## src/rtl/cnn_pkg.sv

```systemverilog
// Shared definitions for the CNN array read side: geometry, fixed-point
// constants, reader FSM states and the hard-limiter used by the
// CNN_BINARY_OUT_EN build.
package cnn_pkg;

    localparam int CNN_WIDTH = 9;
    localparam int CNN_CELLS = 16;

    // Fixed point {sign, 2^3..2^0, 2^-1..2^-4}
    localparam logic [CNN_WIDTH-1:0] CNN_POS_ONE = 9'b000010000;
    localparam logic [CNN_WIDTH-1:0] CNN_NEG_ONE = 9'b111110000;

    typedef enum logic [1:0] {
        IDLE,
        SETTLE,
        STREAM
    } cnn_rd_state_t;

    // Sign-based hard limit; zero maps to +1.0
    function automatic logic [CNN_WIDTH-1:0] cnn_hard_limit(input logic [CNN_WIDTH-1:0] v);
        return v[CNN_WIDTH-1] ? CNN_NEG_ONE : CNN_POS_ONE;
    endfunction

endpackage

```

## src/rtl/cnn_settle_detect.sv

```systemverilog
// Convergence / timeout detector for the CNN array outputs.
// Tracks the previous Y vector, a run length of unchanged cycles and the
// total cycles spent watching. Pulses converged or timeout combinationally
// in the cycle the parent must take the snapshot; convergence has priority.
module cnn_settle_detect #(
    parameter int DW             = 144,
    parameter int SETTLE_CYCLES  = 8,
    parameter int TIMEOUT_CYCLES = 1024
) (
    input  logic          clk,
    input  logic          rst,
    input  logic          load,
    input  logic          active,
    input  logic [DW-1:0] y_flat,
    output logic          converged,
    output logic          timeout
);

    localparam int SW = $clog2(SETTLE_CYCLES + 1);
    localparam int CW = $clog2(TIMEOUT_CYCLES + 1);

    logic [DW-1:0] prev_y_q, prev_y_d;
    logic [SW-1:0] stable_cnt_q, stable_cnt_d;
    logic [CW-1:0] cycle_cnt_q, cycle_cnt_d;
    logic          same;

    assign same      = (y_flat == prev_y_q);
    assign converged = active && same && (stable_cnt_q == SW'(SETTLE_CYCLES - 1));
    assign timeout   = active && !converged && (cycle_cnt_q == CW'(TIMEOUT_CYCLES - 1));

    // Counters only move while watching; the parent leaves SETTLE before either can overflow
    always_comb begin
        prev_y_d     = prev_y_q;
        stable_cnt_d = stable_cnt_q;
        cycle_cnt_d  = cycle_cnt_q;
        if (load) begin
            prev_y_d     = y_flat;
            stable_cnt_d = '0;
            cycle_cnt_d  = '0;
        end else if (active) begin
            prev_y_d     = y_flat;
            cycle_cnt_d  = cycle_cnt_q + CW'(1);
            stable_cnt_d = same ? stable_cnt_q + SW'(1) : '0;
        end
    end

    // Detector state registers
    always_ff @(posedge clk) begin
        if (rst) begin
            prev_y_q     <= '0;
            stable_cnt_q <= '0;
            cycle_cnt_q  <= '0;
        end else begin
            prev_y_q     <= prev_y_d;
            stable_cnt_q <= stable_cnt_d;
            cycle_cnt_q  <= cycle_cnt_d;
        end
    end

endmodule

```

## src/rtl/cnn_result_reader.sv

```systemverilog
// Read side of the 4x4 CNN array: waits for the Y outputs to settle (or a
// timeout), snapshots them and streams CELLS words over valid/ready.
// All stream outputs are registered, so out_ready never reaches out_valid
// combinationally.
// Build option: CNN_BINARY_OUT_EN hard-limits each cell to +/-1.0 at snapshot.
module cnn_result_reader
    import cnn_pkg::*;
#(
    parameter int WIDTH          = CNN_WIDTH,
    parameter int CELLS          = CNN_CELLS,
    parameter int SETTLE_CYCLES  = 8,
    parameter int TIMEOUT_CYCLES = 1024
) (
    input  logic                     clk,
    input  logic                     rst,
    input  logic                     start,
    input  logic [CELLS*WIDTH-1:0]   y_flat,
    output logic                     out_valid,
    input  logic                     out_ready,
    output logic [WIDTH-1:0]         out_data,
    output logic [$clog2(CELLS)-1:0] out_idx,
    output logic                     out_last,
    output logic                     busy,
    output logic                     done,
    output logic                     timed_out
);

    localparam int DW = CELLS * WIDTH;
    localparam int IW = $clog2(CELLS);

    cnn_rd_state_t state_q, state_d;
    logic [DW-1:0] snap_q, snap_d;
    logic [IW-1:0] idx_q, idx_d;
    logic [WIDTH-1:0] out_data_q, out_data_d;
    logic          out_valid_q, out_valid_d;
    logic          out_last_q, out_last_d;
    logic          done_q, done_d;
    logic          timed_out_q, timed_out_d;

    logic [DW-1:0] y_proc;
    logic [IW-1:0] idx_inc;
    logic          det_load, det_active, det_conv, det_tmo;

    // Snapshot source: raw Y, or sign-limited Y in the binary build
`ifdef CNN_BINARY_OUT_EN
    for (genvar k = 0; k < CELLS; k++) begin : g_lim
        assign y_proc[k*WIDTH +: WIDTH] =
            WIDTH'(cnn_hard_limit(CNN_WIDTH'(y_flat[k*WIDTH +: WIDTH])));
    end
`else
    assign y_proc = y_flat;
`endif

    assign det_load   = (state_q == IDLE) && start;
    assign det_active = (state_q == SETTLE);
    assign idx_inc    = idx_q + IW'(1);

    cnn_settle_detect #(
        .DW             (DW),
        .SETTLE_CYCLES  (SETTLE_CYCLES),
        .TIMEOUT_CYCLES (TIMEOUT_CYCLES)
    ) u_detect (
        .clk       (clk),
        .rst       (rst),
        .load      (det_load),
        .active    (det_active),
        .y_flat    (y_flat),
        .converged (det_conv),
        .timeout   (det_tmo)
    );

    // Reader FSM: next state plus next values of all registered stream outputs
    always_comb begin
        state_d     = state_q;
        snap_d      = snap_q;
        idx_d       = idx_q;
        out_data_d  = out_data_q;
        out_valid_d = out_valid_q;
        out_last_d  = out_last_q;
        done_d      = 1'b0;
        timed_out_d = timed_out_q;
        case (state_q)
            IDLE: begin
                if (start) begin
                    state_d     = SETTLE;
                    timed_out_d = 1'b0;
                end
            end
            SETTLE: begin
                if (det_conv || det_tmo) begin
                    state_d     = STREAM;
                    snap_d      = y_proc;
                    idx_d       = '0;
                    out_data_d  = y_proc[WIDTH-1:0];
                    out_valid_d = 1'b1;
                    out_last_d  = (CELLS == 1);
                    timed_out_d = det_tmo;
                end
            end
            STREAM: begin
                if (out_ready) begin
                    if (idx_q == IW'(CELLS - 1)) begin
                        state_d     = IDLE;
                        out_valid_d = 1'b0;
                        out_last_d  = 1'b0;
                        done_d      = 1'b1;
                    end else begin
                        idx_d      = idx_inc;
                        out_data_d = snap_q[int'(idx_inc)*WIDTH +: WIDTH];
                        out_last_d = (idx_inc == IW'(CELLS - 1));
                    end
                end
            end
            default: state_d = IDLE;
        endcase
    end

    // State and output registers; reset abandons any frame in flight
    always_ff @(posedge clk) begin
        if (rst) begin
            state_q     <= IDLE;
            snap_q      <= '0;
            idx_q       <= '0;
            out_data_q  <= '0;
            out_valid_q <= 1'b0;
            out_last_q  <= 1'b0;
            done_q      <= 1'b0;
            timed_out_q <= 1'b0;
        end else begin
            state_q     <= state_d;
            snap_q      <= snap_d;
            idx_q       <= idx_d;
            out_data_q  <= out_data_d;
            out_valid_q <= out_valid_d;
            out_last_q  <= out_last_d;
            done_q      <= done_d;
            timed_out_q <= timed_out_d;
        end
    end

    assign out_valid = out_valid_q;
    assign out_data  = out_data_q;
    assign out_idx   = idx_q;
    assign out_last  = out_last_q;
    assign busy      = (state_q != IDLE);
    assign done      = done_q;
    assign timed_out = timed_out_q;

endmodule
```

## config.mk

```make
export PLATFORM = sky130hd
export DESIGN_NAME = cnn_result_reader
export DESIGN_NICKNAME = d
export VERILOG_FILES = /design/src/rtl/cnn_pkg.sv /design/src/rtl/cnn_settle_detect.sv /design/src/rtl/cnn_result_reader.sv
export SDC_FILE = /design/constraint.sdc
export NUM_CORES = 1
export LEC_CHECK = 0
export ABC_AREA = 1
export CORE_MARGIN = 2
export CORE_UTILIZATION = 53
export CTS_BUF_LIST = sky130_fd_sc_hd__clkbuf_16
export CTS_CLUSTER_SIZE = 24
export DETAILED_ROUTE_END_ITERATION = 8
export PLACE_DENSITY = 0.78
export SLEW_MARGIN = 20
export SYNTH_ARGS = -nofsm -noshare
export SYNTH_HDL_FRONTEND = slang
export SYNTH_SLANG_ARGS = --single-unit
```

## constraint.sdc

```tcl
create_clock -name clk -period 4 [get_ports clk]
set_input_delay 0.8 -clock clk [delete_from_list [all_inputs] [get_ports clk]]
set_output_delay 0.8 -clock clk [all_outputs]
set_load 0.1 [all_outputs]
```

==> impl_metrics.toml <==
[synth]
synth-seq-cells = 322
synth_common_cells = "389 x nand2_1, 322 x dfxtp_1, 274 x o21ai_0"
yosysMostFrequentCell = "nand2_1"
ys_types = 35
yosysTopAreaCell = "dfxtp_1"
ys_top_cells_by_area = "dfxtp_1 42%, nand2_1 9.5%, o21ai_0 8.9%"
syn_area_sq_um = 15300
synth_ff_type = "dfxtp_1"
ys.warnings.count = 0
yosysSeqAreaShare_pct = 42.0
avgSynthCellArea_sq_um = 7.03
synth_nets = 2334
ys_async_sr_fraction_pct = 0
synth_edf_count = 0
synth_top_cell_area_share_pct = 42.0
synthCells = 2182

[global_routing]
grt_remaining_overflow = 0
grt_pass1_wl_mm = 76.3
grt_max_degree = 248
grt_usage_pct = 31.9
antenna_found_initial = 1
grt_pass1_vias = 14200

[timing]
max_slew.worst_pin.slew_ns = 1.12
hold_viol_final = 0
rsz0062_at_grt = "false"
whs_ns = 0.464
tns_ns = 0
setup_slack_ns = 0.641
finalSetupViolations = 0
skew_ns = 0.0141
slew_viol_final = 0
relSlewSlack_pct = 25.3
layout_min_cycle_time_ns = 3.36
finalCritPeriodShare_pct = 84.0
fmax_ghz = 0.298

[drt]
drt_iter0_drc = 1613
vias_per_cell = 5.62
vias = 15200
wl_per_cell_um = 18.1
drtAntennaViolNets = 0
drtPass1Iterations = 5
routed_wl_mm = 48.8
remaining_drc_errors = 0

[clock_network]
cts_hold_buffers = 0
cts.clk_slew.worst_paths_ns = 0.06
cts_tree = "yes"
cts_post_setup_buffers_inserted = 0
root_buffer = "clkbuf_16"
clock_latency_ns = 0.52
clk_path_buf_depth = 3
h-tree-depth = 2
numCtsBuffers = 37
post_cts_resized = 0
clock-sinks = 322

[floorplanning]
num_rows = 62
die_area_sq_um = 30300
start_util_pct = 53.6
die_w_um = 174
core_area_sq_um = 28600
num_io_pins = 166
die_y_um = 174

[critical_path]
worstPathCellList = "clkdlybuf4s50_1 -> inv_2 -> nand2_1 -> nand2_1 -> nor2_1 -> nand2_1 -> nor2_1 -> nand2_1 -> nor2_1 -> nand2_1 -> nor2_2 -> nand3_1 -> nand2_8 -> buf_12 -> o21ai_0 -> a21oi_1"
crit_fanout = 52
slowest_stage = "clkdlybuf4s50_1"
critPathBufInv = 3
critPathRequiredTime_ns = 4.44
slowest_delay_ns = 0.54
setup.worst_path.class = "input pin to flop"
cp.arrival_ns = 3.80
cp_top_family = "simple AND/OR/NAND/NOR gates"
cp-start-kind = "input pin"
path_common_cell = "nand2_1"
endpoint_kind = "flop"

[layout]
utilization_pct = 63.8
seq_area_sq_um = 6450
num_antenna_cells = 0
area_delta_synth_final_pct = 19.1
multiInputGateArea_sq_um = 7180
fillCellCount = 2530
final_nets = 2439
design_area_sq_um = 18300
drive_gt1_share_pct = 9.61

[placement]
placement.io_buffers = 165
dp_hpwl_mm = 35.2
place_ws_ns = 0.131
place_congestion = 0.959
placed_cell_area_sq_um = 17200

[min_path]
min_path_type = "flop to flop"

[pwr]
power.density_nw_per_um2 = 432
power.leakage_nw = 7.68
peakVddDrop_mv = 0.278

[outcome]
status = "finished clean"

[flow_run]
maxCapViolCount = 0
-- layout by cell type, fill, tap and decap left out, types with 3 or more instances in the layout --
cell,n
o21ai_1,102
o21ai_0,274
clkdlybuf4s50_1,164
dfxtp_1,321
mux2i_1,16
nand4_1,43
clkinv_2,6
inv_2,36
inv_1,260
buf_12,8
nor3_1,3
clkinv_1,11
xor2_1,5
nand2_1,389
o32ai_1,16
a21oi_2,95
o22ai_1,34
nand3_1,14
a21oi_1,195
nor2_2,4
clkbuf_16,39
buf_4,21
nor2_1,229
ha_1,3
xnor2_1,4
-- cell type report --
class                      instances  share of cell area (%)
clock buffer                      39                    5.34
clock inverter                    24                   0.705
inverter                         292                    6.03
multi-input combinational       1441                    39.3
sequential                       322                    35.3
tap                              384                    2.63
timing repair buffer             193                    10.7
-- registers in the layout, indices dropped and copies added, names as in the netlist --
| signal | cells |
|---|---|
| u_detect.stable_cnt_q | 4 |
| snap_q | 144 |
| out_last | 1 |
| u_detect.prev_y_q | 144 |
| u_detect.cycle_cnt_q | 11 |
| timed_out | 1 |
| out_valid | 1 |
| done | 1 |
| out_idx | 4 |
| out_data | 9 |
| state_q | 2 |
-- power breakdown --
| group | internal, W | leakage (nW) | switching (W) |
|---|---|---|---|
| sequential | 0.00337 | 2.63 | 0.0000841 |
| combinational | 0.000433 | 4.47 | 0.000883 |
| clock | 0.00181 | 0.574 | 0.00132 |
-- metal layers --
layer  wire length (um)  part of all wire [%]  vias up  GRT usage (%)
met2              21400                    44      716           50.3
met3               4440                   9.1      109           4.77
met4               2000                   4.1        0           13.6
met5                  0                     0        -              0
met1              21000                    43     6985           43.8
li1                   -                     -     7343              -
-- kinds of logic after synthesis --
group / share of synthesized area (%)
flip-flops: 42.0
adder cells (fa/ha/maj): 0.326
buffers and inverters: 11.3
AO/OA/AOI/OAI: 26.6
AND/OR/NAND/NOR: 18.2
multiplexers: 1.04
XOR/XNOR: 0.514
-- through the flow --
step	total power (W)	std cells
CTS	0.00790	2695
detailed placement	0.00481	2632
global placement	0.00478	2632
global route	0.00820	2695
floorplan	0.00429	2182
finish	0.00790	2695
-- worst paths after layout --
check | start | to | slack (ns) | cells past startpoint
worst max-delay path | y_flat[33] | snap_q[88]$_SDFFE_PP0P_ | 0.64 | 16
worst min-delay path | out_valid$_SDFFE_PP0P_ | out_valid$_SDFFE_PP0P_ | 0.46 | 2
worst max register to register | u_detect.prev_y_q[9]$_SDFFE_PP0P_ | snap_q[88]$_SDFFE_PP0P_ | 1.07 | 15
worst min register to register | out_valid$_SDFFE_PP0P_ | out_valid$_SDFFE_PP0P_ | 0.46 | 2
-- worst register-to-register path, cell delays in order (launching register included) --
cell     delay, ns
dfxtp_1       0.33
inv_1         0.05
nand2_1       0.18
o21ai_0       0.24
nor2_1        0.15
nand2_1       0.05
nor2_1        0.11
nand2_1       0.06
nor2_1        0.19
nand2_1       0.09
nor2_2        0.19
nand3_1       0.30
nand2_8       0.34
buf_12        0.30
o21ai_0       0.15
a21oi_1       0.14
Power figures use the tool's default switching activity.
